$ cat src/rtl/perceptron_pkg.sv
// Shared types and constants for the perceptron and its training scheduler.
// Holds the scheduler state encoding, data widths and default latencies.
package perceptron_pkg;

    localparam int X_W           = 18;
    localparam int Y_W           = 48;
    localparam int DEF_N         = 8;
    localparam int DEF_PIPE_LAT  = 3;
    localparam int DEF_TRAIN_LAT = DEF_PIPE_LAT + DEF_N;

    typedef enum logic [2:0] {
        S_IDLE,
        S_TRAIN,
        S_FLUSH,
        S_EVAL,
        S_DRAIN,
        S_DONE
    } sched_state_t;

    // Score tag carried alongside each evaluated sample.
    typedef struct packed {
        logic valid;
        logic sign;
    } tag_t;

endpackage

$ cat src/rtl/training_scheduler_if.sv
// Sample-memory and perceptron signals driven or consumed by the training scheduler.
// master = scheduler side, slave = memory/perceptron side.
interface training_scheduler_if
    import perceptron_pkg::*;
#(
    parameter int N      = DEF_N,
    parameter int ADDR_W = 8
);
    logic                mem_rd;
    logic [ADDR_W-1:0]   mem_addr;
    logic [X_W*N-1:0]    mem_x;
    logic [Y_W-1:0]      mem_exp_y;
    logic [X_W*N-1:0]    p_x;
    logic                p_train;
    logic [Y_W-1:0]      p_expected_y;
    logic [Y_W-1:0]      p_y;

    modport master (
        output mem_rd, mem_addr, p_x, p_train, p_expected_y,
        input  mem_x, mem_exp_y, p_y
    );

    modport slave (
        input  mem_rd, mem_addr, p_x, p_train, p_expected_y,
        output mem_x, mem_exp_y, p_y
    );
endinterface

$ cat src/rtl/training_scheduler_tag_delay.sv
// Fixed-depth shift register that lines a {valid, sign} score tag up with the
// perceptron output; cleared synchronously when a run is aborted.
module tag_delay
    import perceptron_pkg::*;
#(
    parameter int DEPTH = DEF_PIPE_LAT
) (
    input  logic clk,
    input  logic rst,
    input  logic clear,
    input  tag_t tag_in,
    output tag_t tag_out
);
    tag_t stage [DEPTH];

    // NOTE: this register array is reset (unlike a data memory) because a stale
    // valid tag emerging after reset or abort would be scored as a real sample.
    always_ff @(posedge clk or posedge rst) begin
        if (rst) begin
            for (int i = 0; i < DEPTH; i++) stage[i] <= '0;
        end else if (clear) begin
            for (int i = 0; i < DEPTH; i++) stage[i] <= '0;
        end else begin
            stage[0] <= tag_in;
            for (int i = 1; i < DEPTH; i++) stage[i] <= stage[i-1];
        end
    end

    assign tag_out = stage[DEPTH-1];

endmodule

$ cat src/rtl/training_scheduler.sv
// Epoch controller: alternates a training sweep and a scoring sweep over the
// sample memory until a scoring sweep is error-free or the epoch limit is hit.
module training_scheduler
    import perceptron_pkg::*;
#(
    parameter int N         = DEF_N,
    parameter int ADDR_W    = 8,
    parameter int PIPE_LAT  = DEF_PIPE_LAT,
    parameter int TRAIN_LAT = DEF_TRAIN_LAT
) (
    input  logic                 clk,
    input  logic                 rst,
    input  logic                 start,
    input  logic                 abort,
    input  logic [ADDR_W-1:0]    last_addr,
    input  logic [15:0]          max_epochs,
    training_scheduler_if.master bus,
    output logic                 busy,
    output logic                 done,
    output logic                 converged,
    output logic [15:0]          epoch_count,
    output logic [ADDR_W:0]      err_count
);
    localparam int WAIT_W = $clog2(TRAIN_LAT + PIPE_LAT + 3);
    localparam logic [WAIT_W-1:0] FLUSH_LAST = WAIT_W'(TRAIN_LAT + 1);
    localparam logic [WAIT_W-1:0] DRAIN_LAST = WAIT_W'(PIPE_LAT + 1);

    sched_state_t      state, state_next;
    logic [ADDR_W-1:0] addr_q, last_q;
    logic [15:0]       max_q;
    logic [WAIT_W-1:0] wait_q;
    logic              rd_d1, train_d1, p_valid, p_train_q;
    logic              issue, last_issue, wait_done, accept_start, score_err;
    logic [ADDR_W:0]   err_next;
    tag_t              tag_in, tag_out;
    logic              unused_y_bits;

    assign accept_start = (state == S_IDLE) && start && !abort;
    assign score_err    = tag_out.valid && (bus.p_y[Y_W-1] != tag_out.sign) && !abort;
    assign err_next     = err_count + (ADDR_W+1)'(score_err);

    // NOTE: every signal written here gets a default first so no latch is inferred.
    always_comb begin
        state_next = state;
        issue      = (state == S_TRAIN || state == S_EVAL) && !abort;
        last_issue = issue && (addr_q == last_q);
        wait_done  = (state == S_FLUSH && wait_q == FLUSH_LAST) ||
                     (state == S_DRAIN && wait_q == DRAIN_LAST);
        if (abort) begin
            state_next = S_IDLE;
        end else begin
            unique case (state)
                S_IDLE:  if (start) state_next = (max_epochs == '0) ? S_EVAL : S_TRAIN;
                S_TRAIN: if (last_issue) state_next = S_FLUSH;
                S_FLUSH: if (wait_done) state_next = S_EVAL;
                S_EVAL:  if (last_issue) state_next = S_DRAIN;
                S_DRAIN: if (wait_done) begin
                    // err_next folds in a score landing on the final drain cycle.
                    if (err_next == '0 || epoch_count == max_q) state_next = S_DONE;
                    else                                        state_next = S_TRAIN;
                end
                S_DONE:  state_next = S_IDLE;
                default: state_next = S_IDLE;
            endcase
        end
    end

    // NOTE: sequential state uses non-blocking assignments so every register
    // samples pre-edge values regardless of block ordering.
    always_ff @(posedge clk or posedge rst) begin
        if (rst) state <= S_IDLE;
        else     state <= state_next;
    end

    always_ff @(posedge clk or posedge rst) begin
        if (rst) begin
            addr_q      <= '0;
            last_q      <= '0;
            max_q       <= '0;
            wait_q      <= '0;
            epoch_count <= '0;
            err_count   <= '0;
            converged   <= 1'b0;
        end else begin
            if (accept_start) begin
                last_q      <= last_addr;
                max_q       <= max_epochs;
                epoch_count <= '0;
                converged   <= 1'b0;
            end
            addr_q <= (issue && !last_issue) ? addr_q + 1'b1 : '0;
            wait_q <= ((state == S_FLUSH || state == S_DRAIN) && !wait_done && !abort)
                      ? wait_q + 1'b1 : '0;
            if (state == S_TRAIN && last_issue) epoch_count <= epoch_count + 1'b1;
            if (state_next == S_EVAL && state != S_EVAL) err_count <= '0;
            else                                         err_count <= err_next;
            if (state == S_DRAIN && state_next == S_DONE) converged <= (err_next == '0);
        end
    end

    // Memory data arrives one cycle after the read and is registered onto p_x.
    always_ff @(posedge clk or posedge rst) begin
        if (rst) begin
            rd_d1            <= 1'b0;
            train_d1         <= 1'b0;
            p_valid          <= 1'b0;
            p_train_q        <= 1'b0;
            bus.p_x          <= '0;
            bus.p_expected_y <= '0;
        end else if (abort) begin
            rd_d1            <= 1'b0;
            train_d1         <= 1'b0;
            p_valid          <= 1'b0;
            p_train_q        <= 1'b0;
            bus.p_x          <= '0;
            bus.p_expected_y <= '0;
        end else begin
            rd_d1            <= issue;
            train_d1         <= (state == S_TRAIN);
            p_valid          <= rd_d1;
            p_train_q        <= rd_d1 && train_d1;
            bus.p_x          <= rd_d1 ? bus.mem_x : '0;
            bus.p_expected_y <= rd_d1 ? bus.mem_exp_y : '0;
        end
    end

    assign tag_in = '{valid: p_valid && !p_train_q, sign: bus.p_expected_y[Y_W-1]};

    tag_delay #(.DEPTH(PIPE_LAT)) u_tag_delay (
        .clk     (clk),
        .rst     (rst),
        .clear   (abort),
        .tag_in  (tag_in),
        .tag_out (tag_out)
    );

    assign bus.mem_rd   = issue;
    assign bus.mem_addr = addr_q;
    assign bus.p_train  = p_train_q && !abort;
    assign busy         = (state != S_IDLE) && (state != S_DONE);
    assign done         = (state == S_DONE) && !abort;
    assign unused_y_bits = ^bus.p_y[Y_W-2:0];

endmodule

$ cat src/flat_wrapper.sv
// flat-port wrapper written by rule: the top's interface ports become plain ports
module training_scheduler_flat import perceptron_pkg::*;
#(
    parameter int N         = DEF_N,
    parameter int ADDR_W    = 8,
    parameter int PIPE_LAT  = DEF_PIPE_LAT,
    parameter int TRAIN_LAT = DEF_TRAIN_LAT
)
  (clk, rst, start, abort, last_addr, max_epochs, busy, done, converged, epoch_count, err_count, bus_mem_rd, bus_mem_addr, bus_p_x, bus_p_train, bus_p_expected_y, bus_mem_x, bus_mem_exp_y, bus_p_y);
  training_scheduler_if #(.N(N), .ADDR_W(ADDR_W)) bus_i ();
  input  logic clk;
  input  logic rst;
  input  logic start;
  input  logic abort;
  input  logic [ADDR_W-1:0] last_addr;
  input  logic [15:0] max_epochs;
  output logic busy;
  output logic done;
  output logic converged;
  output logic [15:0] epoch_count;
  output logic [ADDR_W:0] err_count;
  output wire logic [$bits(bus_i.mem_rd)-1:0] bus_mem_rd;
  output wire logic [$bits(bus_i.mem_addr)-1:0] bus_mem_addr;
  output wire logic [$bits(bus_i.p_x)-1:0] bus_p_x;
  output wire logic [$bits(bus_i.p_train)-1:0] bus_p_train;
  output wire logic [$bits(bus_i.p_expected_y)-1:0] bus_p_expected_y;
  input wire logic [$bits(bus_i.mem_x)-1:0] bus_mem_x;
  input wire logic [$bits(bus_i.mem_exp_y)-1:0] bus_mem_exp_y;
  input wire logic [$bits(bus_i.p_y)-1:0] bus_p_y;
  assign bus_mem_rd = bus_i.mem_rd;
  assign bus_mem_addr = bus_i.mem_addr;
  assign bus_p_x = bus_i.p_x;
  assign bus_p_train = bus_i.p_train;
  assign bus_p_expected_y = bus_i.p_expected_y;
  assign bus_i.mem_x = bus_mem_x;
  assign bus_i.mem_exp_y = bus_mem_exp_y;
  assign bus_i.p_y = bus_p_y;
  training_scheduler #(.N(N), .ADDR_W(ADDR_W), .PIPE_LAT(PIPE_LAT), .TRAIN_LAT(TRAIN_LAT)) u_core (.clk(clk), .rst(rst), .start(start), .abort(abort), .last_addr(last_addr), .max_epochs(max_epochs), .bus(bus_i), .busy(busy), .done(done), .converged(converged), .epoch_count(epoch_count), .err_count(err_count));
endmodule
$ cat config.mk
export PLATFORM = sky130hd
export DESIGN_NAME = training_scheduler_flat
export DESIGN_NICKNAME = d
export VERILOG_FILES = /design/src/rtl/perceptron_pkg.sv /design/src/rtl/training_scheduler_if.sv /design/src/rtl/training_scheduler_tag_delay.sv /design/src/rtl/training_scheduler.sv /design/src/flat_wrapper.sv
export SDC_FILE = /design/constraint.sdc
export NUM_CORES = 1
export LEC_CHECK = 0
export BUFFER_PORTS_ARGS = -buffer_cell sky130_fd_sc_hd__buf_4
export CAP_MARGIN = 30
export CORE_AREA = 2 2 191 193
export DETAILED_ROUTE_END_ITERATION = 7
export DIE_AREA = 0 0 193 195
export HOLD_SLACK_MARGIN = 0.12
export SKIP_LAST_GASP = 1
export SLEW_MARGIN = 10
export SYNTH_ARGS = -nofsm -noshare
export SYNTH_HDL_FRONTEND = slang
export SYNTH_SLANG_ARGS = --single-unit
$ cat constraint.sdc
create_clock -name clk -period 21.9 [get_ports clk]
set_clock_uncertainty 0.2 [all_clocks]
set_input_delay 2.19 -clock clk [delete_from_list [all_inputs] [get_ports clk]]
set_output_delay 2.19 -clock clk [all_outputs]
set_load 0.02 [all_outputs]
=== Word-level counts from Yosys, hierarchy flattened ===
Index checks and enable logic that the tools add are counted.

* Register bits after elaboration: 268
* Bits of input ports: 268
* Output and inout bits: 230
* Logic and storage cells: 96

* Add/subtract/negate cells: 4
* Eq/ne operators: 14
* Mux-type cells: 25
* Reduce and logical (&&, ||, !) cells: 33

{| class="wikitable"
|+ Operators with widths
! operator !! count
|-
| 2-to-1 mux 144 bit || 2
|-
| 2-to-1 mux 48 bit || 2
|-
| 2-to-1 mux 16 bit || 2
|-
| 2-to-1 mux 3 bit || 7
|-
| logical AND 1 bit || 19
|-
| adder 16 x 1 -> 16 bit (second input constant) || 1
|-
| == test 16 bit || 1
|-
| logical NOT 16 bit || 1
|-
| case mux 3 bit (5 select lines) || 1
|-
| adder 9 x 1 -> 9 bit || 1
|-
| == test 3 x 2 -> 1 bit (second input constant) || 3
|-
| == test 3 bit (second input constant) || 3
|-
| logical NOT 9 bit || 1
|-
| 2-to-1 mux 9 bit || 1
|-
| adder 8 x 1 -> 8 bit (second input constant) || 1
|-
| == test 8 bit || 1
|-
| 2-to-1 mux 8 bit || 1
|-
| 2-to-1 mux 1 bit || 6
|-
| 2-to-1 mux 6 bit || 1
|-
| adder 5 x 1 -> 5 bit (second input constant) || 1
|-
| == test 5 x 3 -> 1 bit (second input constant) || 1
|-
| == test 5 x 4 -> 1 bit (second input constant) || 1
|-
| 2-to-1 mux 5 bit || 1
|-
| logical NOT 1 bit || 4
|-
| 9 further kinds || 13
|}

=== Depth between registers and ports, before layout ===
* Depth in word-level cells: 13
* Mapped depth: 10
* Depth with buffers taken out: 9

=== Hierarchy ===
A second synthesis with hierarchy kept.

* Cell total of the unflattened synthesis: 805
* Area, all modules: 9905.8 µm²

{| class="wikitable"
|+ Modules (own cells, without submodules)
! module !! instances !! cells each !! area an instance (µm²) !! seq. area each (µm²)
|-
| training_scheduler || 1 || 790 || 9699.3 || 6556.3
|-
| tag_delay || 1 || 15 || 206.4 || 150.1
|}

=== Worst setup path before layout ===
OpenSTA, ideal clock, no wires.

* Path kind: input to output
* Start: input abort
* End: output done
* Arrival: 3.054 ns
* Data required time: 19.510 ns
* Path slack: 16.456 ns
* Cell stages on the path: 3
* Buffers on the path: 2
* Cells stage by stage: buf_2 -> buf_1 -> nor3_1

* Cells in the longest elaborated chain, start to end: 2

{| class="wikitable"
|+ Ends and longest elaborated chain
! item !! RTL line !! RTL
|-
| start: declaration || flat_wrapper.sv:14 || <nowiki>input logic abort;</nowiki>
|-
| logical NOT 1 bit || training_scheduler.sv:141 || <nowiki>assign done = (state == S_DONE) && !abort;</nowiki>
|-
| logical AND 1 bit || training_scheduler.sv:141 ||
|-
| end: declaration || flat_wrapper.sv:18 || <nowiki>output logic done;</nowiki>
|}

No other way between the ends.

=== Worst setup path in the final report ===
* Start: input abort
* End: output bus_mem_rd

* Cells in the longest elaborated chain, start to end: 2

{| class="wikitable"
|+ Ends and longest elaborated chain
! item !! RTL line !! RTL
|-
| logical NOT 1 bit || training_scheduler.sv:45 || <nowiki>issue = (state == S_TRAIN || state == S_EVAL) && !abort;</nowiki>
|-
| logical AND 1 bit || training_scheduler.sv:45 ||
|-
| end: declaration || flat_wrapper.sv:22 || <nowiki>output wire logic [$bits(bus_i.mem_rd)-1:0] bus_mem_rd;</nowiki>
|}

No other way between the ends.

==> reports/qor.yml <==
run_status: "completed"
start_util: 0.2813
clk_path_buf_depth: 3
ctsHoldBuffers: 0
grt_usage: 0.1611
required_ns: 19.51
timing.max_cap.violations: 0
worst_pin_slew_ns: 0.6537
root_buffer: "clkbuf_16"
fin_nets: 1540
core_sq_um: 35400
maxSlewViolCount: 0
regArea_sq_um: 6706
io_pins: 498
grt_pass1_wl_microns: 46110
cts_htree_levels: 1
syn_nets: 1085
synth_area_sq_um: 9957
die_h_microns: 195
layout-drive-gt1-share: 0.4061
area_growth_pct: 50.94
power.leakage_nw: 7.884
vdd_ir_drop_max_mv: 0.06259
grt_setup_unrepaired: "no"
synth.most_common_cell: "dfrtp_1"
port_buffers: 450
yosysTopAreaCellShare: 0.6735
crit_arrival_ns: 2.92
synth-edff-count: 0
min_path_type: "reg -> reg"
yosysTopAreaCell: "dfrtp_1"
multi_input_area_sq_um: 3058
cpMaxStageDelayCell: "nor3b_4"
crit_chain: "buf_4 > nor3b_4 > buf_4"
globalplace.congestion: 0.8036
num-fill-cells: 3379
synthTopCellsByArea: "dfrtp_1, and2_1, nand2_1, xnor2_1, mux2i_1"
syn_avg_cell_area_sq_um: 12.28
dr.pass1.iters: 5
intPower_mw: 0.9205
cts_resized: 0
cp_common_cell: "buf_4"
totalPowerFinal_mw: 1.196
p_sw_frac: 0.2301
grt.overflow.total: 0
dpl.cell_count: 1691
drt_iter0_drc: 213
grt_max_degree: 129
crit_path_start_kind: "input pin"
worstPathMaxFanout: 17
path_buf_inv: 2
rows: 69
critPathCaptureType: "output pin"
synth_ff_type: "dfrtp_1"
crit_family: "buffers and inverters"
synthCells: 811
cts_buffers: 31
design.die.area_sq_um: 37640
whs_ns: 0.2263
ant_nets: 0
finalHoldViolations: 0
fmaxAchievable_ghz: 0.1882
antenna_found_initial: 1
final_cells: 1750
tritoncts: "built"
worstSkewPairLatency_ns: 0.56
grt_pass1_vias: 7740
critPathMaxStageDelay_ns: 0.32
yosys-top-cells-count: "dfrtp_1, and2_1, nand2_1, xnor2_1, clkbuf_1"
finalSetupViolCount: 0
dp_hpwl_microns: 23170
yosysSeqAreaShare: 0.6735
via_per_inst: 4.247
cts_sinks: 268
relSlewSlack: 0.5613
fin_tns_setup_ns: 0
crit_type: "in -> out"
cts_setup_buffers: 0
cts.reportedPaths.clkPinSlew_ns: 0.06
fp.dieW_microns: 193
pwr-share-comb: 0.097
ys_warn_count: 0
switching_power_mw: 0.2751
p_seq_frac: 0.440
yosysUniqueCellTypes: 51
async_flop_share: 1.000
power.density_nw_per_um2: 79.56
wl_per_cell_microns: 17.62
clockPowerShare: 0.463
synth-seq-cells: 268
layout_worst_path_cycle_share: 0.2426
vias: 7433
fin_crit_ns: 5.314
drt-total-wl_microns: 30840
drc: 0
cells in the final DEF, fill, tap and decap left out, types with 8 or more instances in the layout:
cell type,n
nand2_1,93
nor2b_1,9
clkbuf_16,31
nor3_1,9
inv_1,8
xnor2_1,34
buf_4,457
mux2i_1,12
xor2_1,10
nor2_1,23
dfrtp_1,268
a21oi_1,11
nand3_1,21
and2_1,195
nand4_1,12
power by group through the flow:
stage	clock (mW)	sequential, mW	combinational, mW
final	0.554	0.526	0.116
after global routing	0.592	0.527	0.128
after CTS	0.572	0.526	0.117
after detailed placement	0	0.535	0.117
after global placement	0	0.534	0.115
after floorplan	0	0.544	0.0444
final timing paths:
path | slack (ns) | start | end | cells past startpoint
setup reg to reg | 19.21 | u_core.u_tag_delay.tag_out[0] | u_core.state[2] | 9
min in group asynchronous | 1.37 | rst | u_core.bus.p_x[63] | 2
hold / removal | 0.23 | u_core.p_train_q | u_core.u_tag_delay.stage[5] | 1
setup / recovery | 16.59 | abort | bus_mem_rd | 3
max in group asynchronous | 18.74 | rst | u_core.bus.p_x[90] | 5
hold reg to reg | 0.23 | u_core.p_train_q | u_core.u_tag_delay.stage[5] | 1
registers in the layout, summed over array words and instances, names as in the netlist:
name / count
u_core.err_count: 9
u_core.u_tag_delay.stage: 4
u_core.p_train_q: 1
u_core.bus.mem_addr: 8
u_core.state: 3
u_core.epoch_count: 16
u_core.bus.p_x: 144
u_core.p_valid: 1
u_core.last_q: 8
u_core.bus.p_expected_y: 48
u_core.max_q: 16
u_core.rd_d1: 1
u_core.converged: 1
u_core.u_tag_delay.tag_out: 2
u_core.wait_q: 5
u_core.train_d1: 1
metal layers:
layer | track usage | wire, microns | share of wire | vias up
li1 | - | - | - | 3507
met1 | 0.1810 | 11220 | 0.36 | 3584
met2 | 0.2772 | 15640 | 0.51 | 282
met3 | 0.05859 | 2848 | 0.092 | 60
met4 | 0.06145 | 1122 | 0.036 | 0
met5 | 0 | 0 | 0 | -
final cells by class:
class                           count  share of cell area
Multi-Input combinational cell    494              0.2035
Sequential cell                   268              0.4462
Antenna cell                        1           0.0001665
Inverter                           10            0.002997
Clock buffer                       42             0.05836
Clock inverter                     13             0.01482
Timing Repair Buffer              461              0.2356
Tap cell                          461             0.03838
metrics by stage:
| step | worst slack [ns] | utilization | cell area [sq um] |
|---|---|---|---|
| after floorplan | 12.13 | - | 9957 |
| after global placement | 16.59 | 0.3904 | 13820 |
| after detailed placement | 16.57 | 0.3911 | 13840 |
| after CTS | 16.58 | 0.4222 | 14940 |
| after global routing | 16.53 | 0.4246 | 15030 |
| final | 16.59 | 0.4246 | 15030 |
cells by family (layout without fill, tap and decap cells):
group	Yosys count	after routing	synth area share
simple gates	397	397	0.2225
compound gates	33	33	0.02237
mux	14	14	0.01433
xor+xnor	44	44	0.03870
buf+inv	49	526	0.02098
flops	268	268	0.6735
fa+ha+maj	6	6	0.007539
other cells	0	1	0
(Power assumes the default switching activity.)
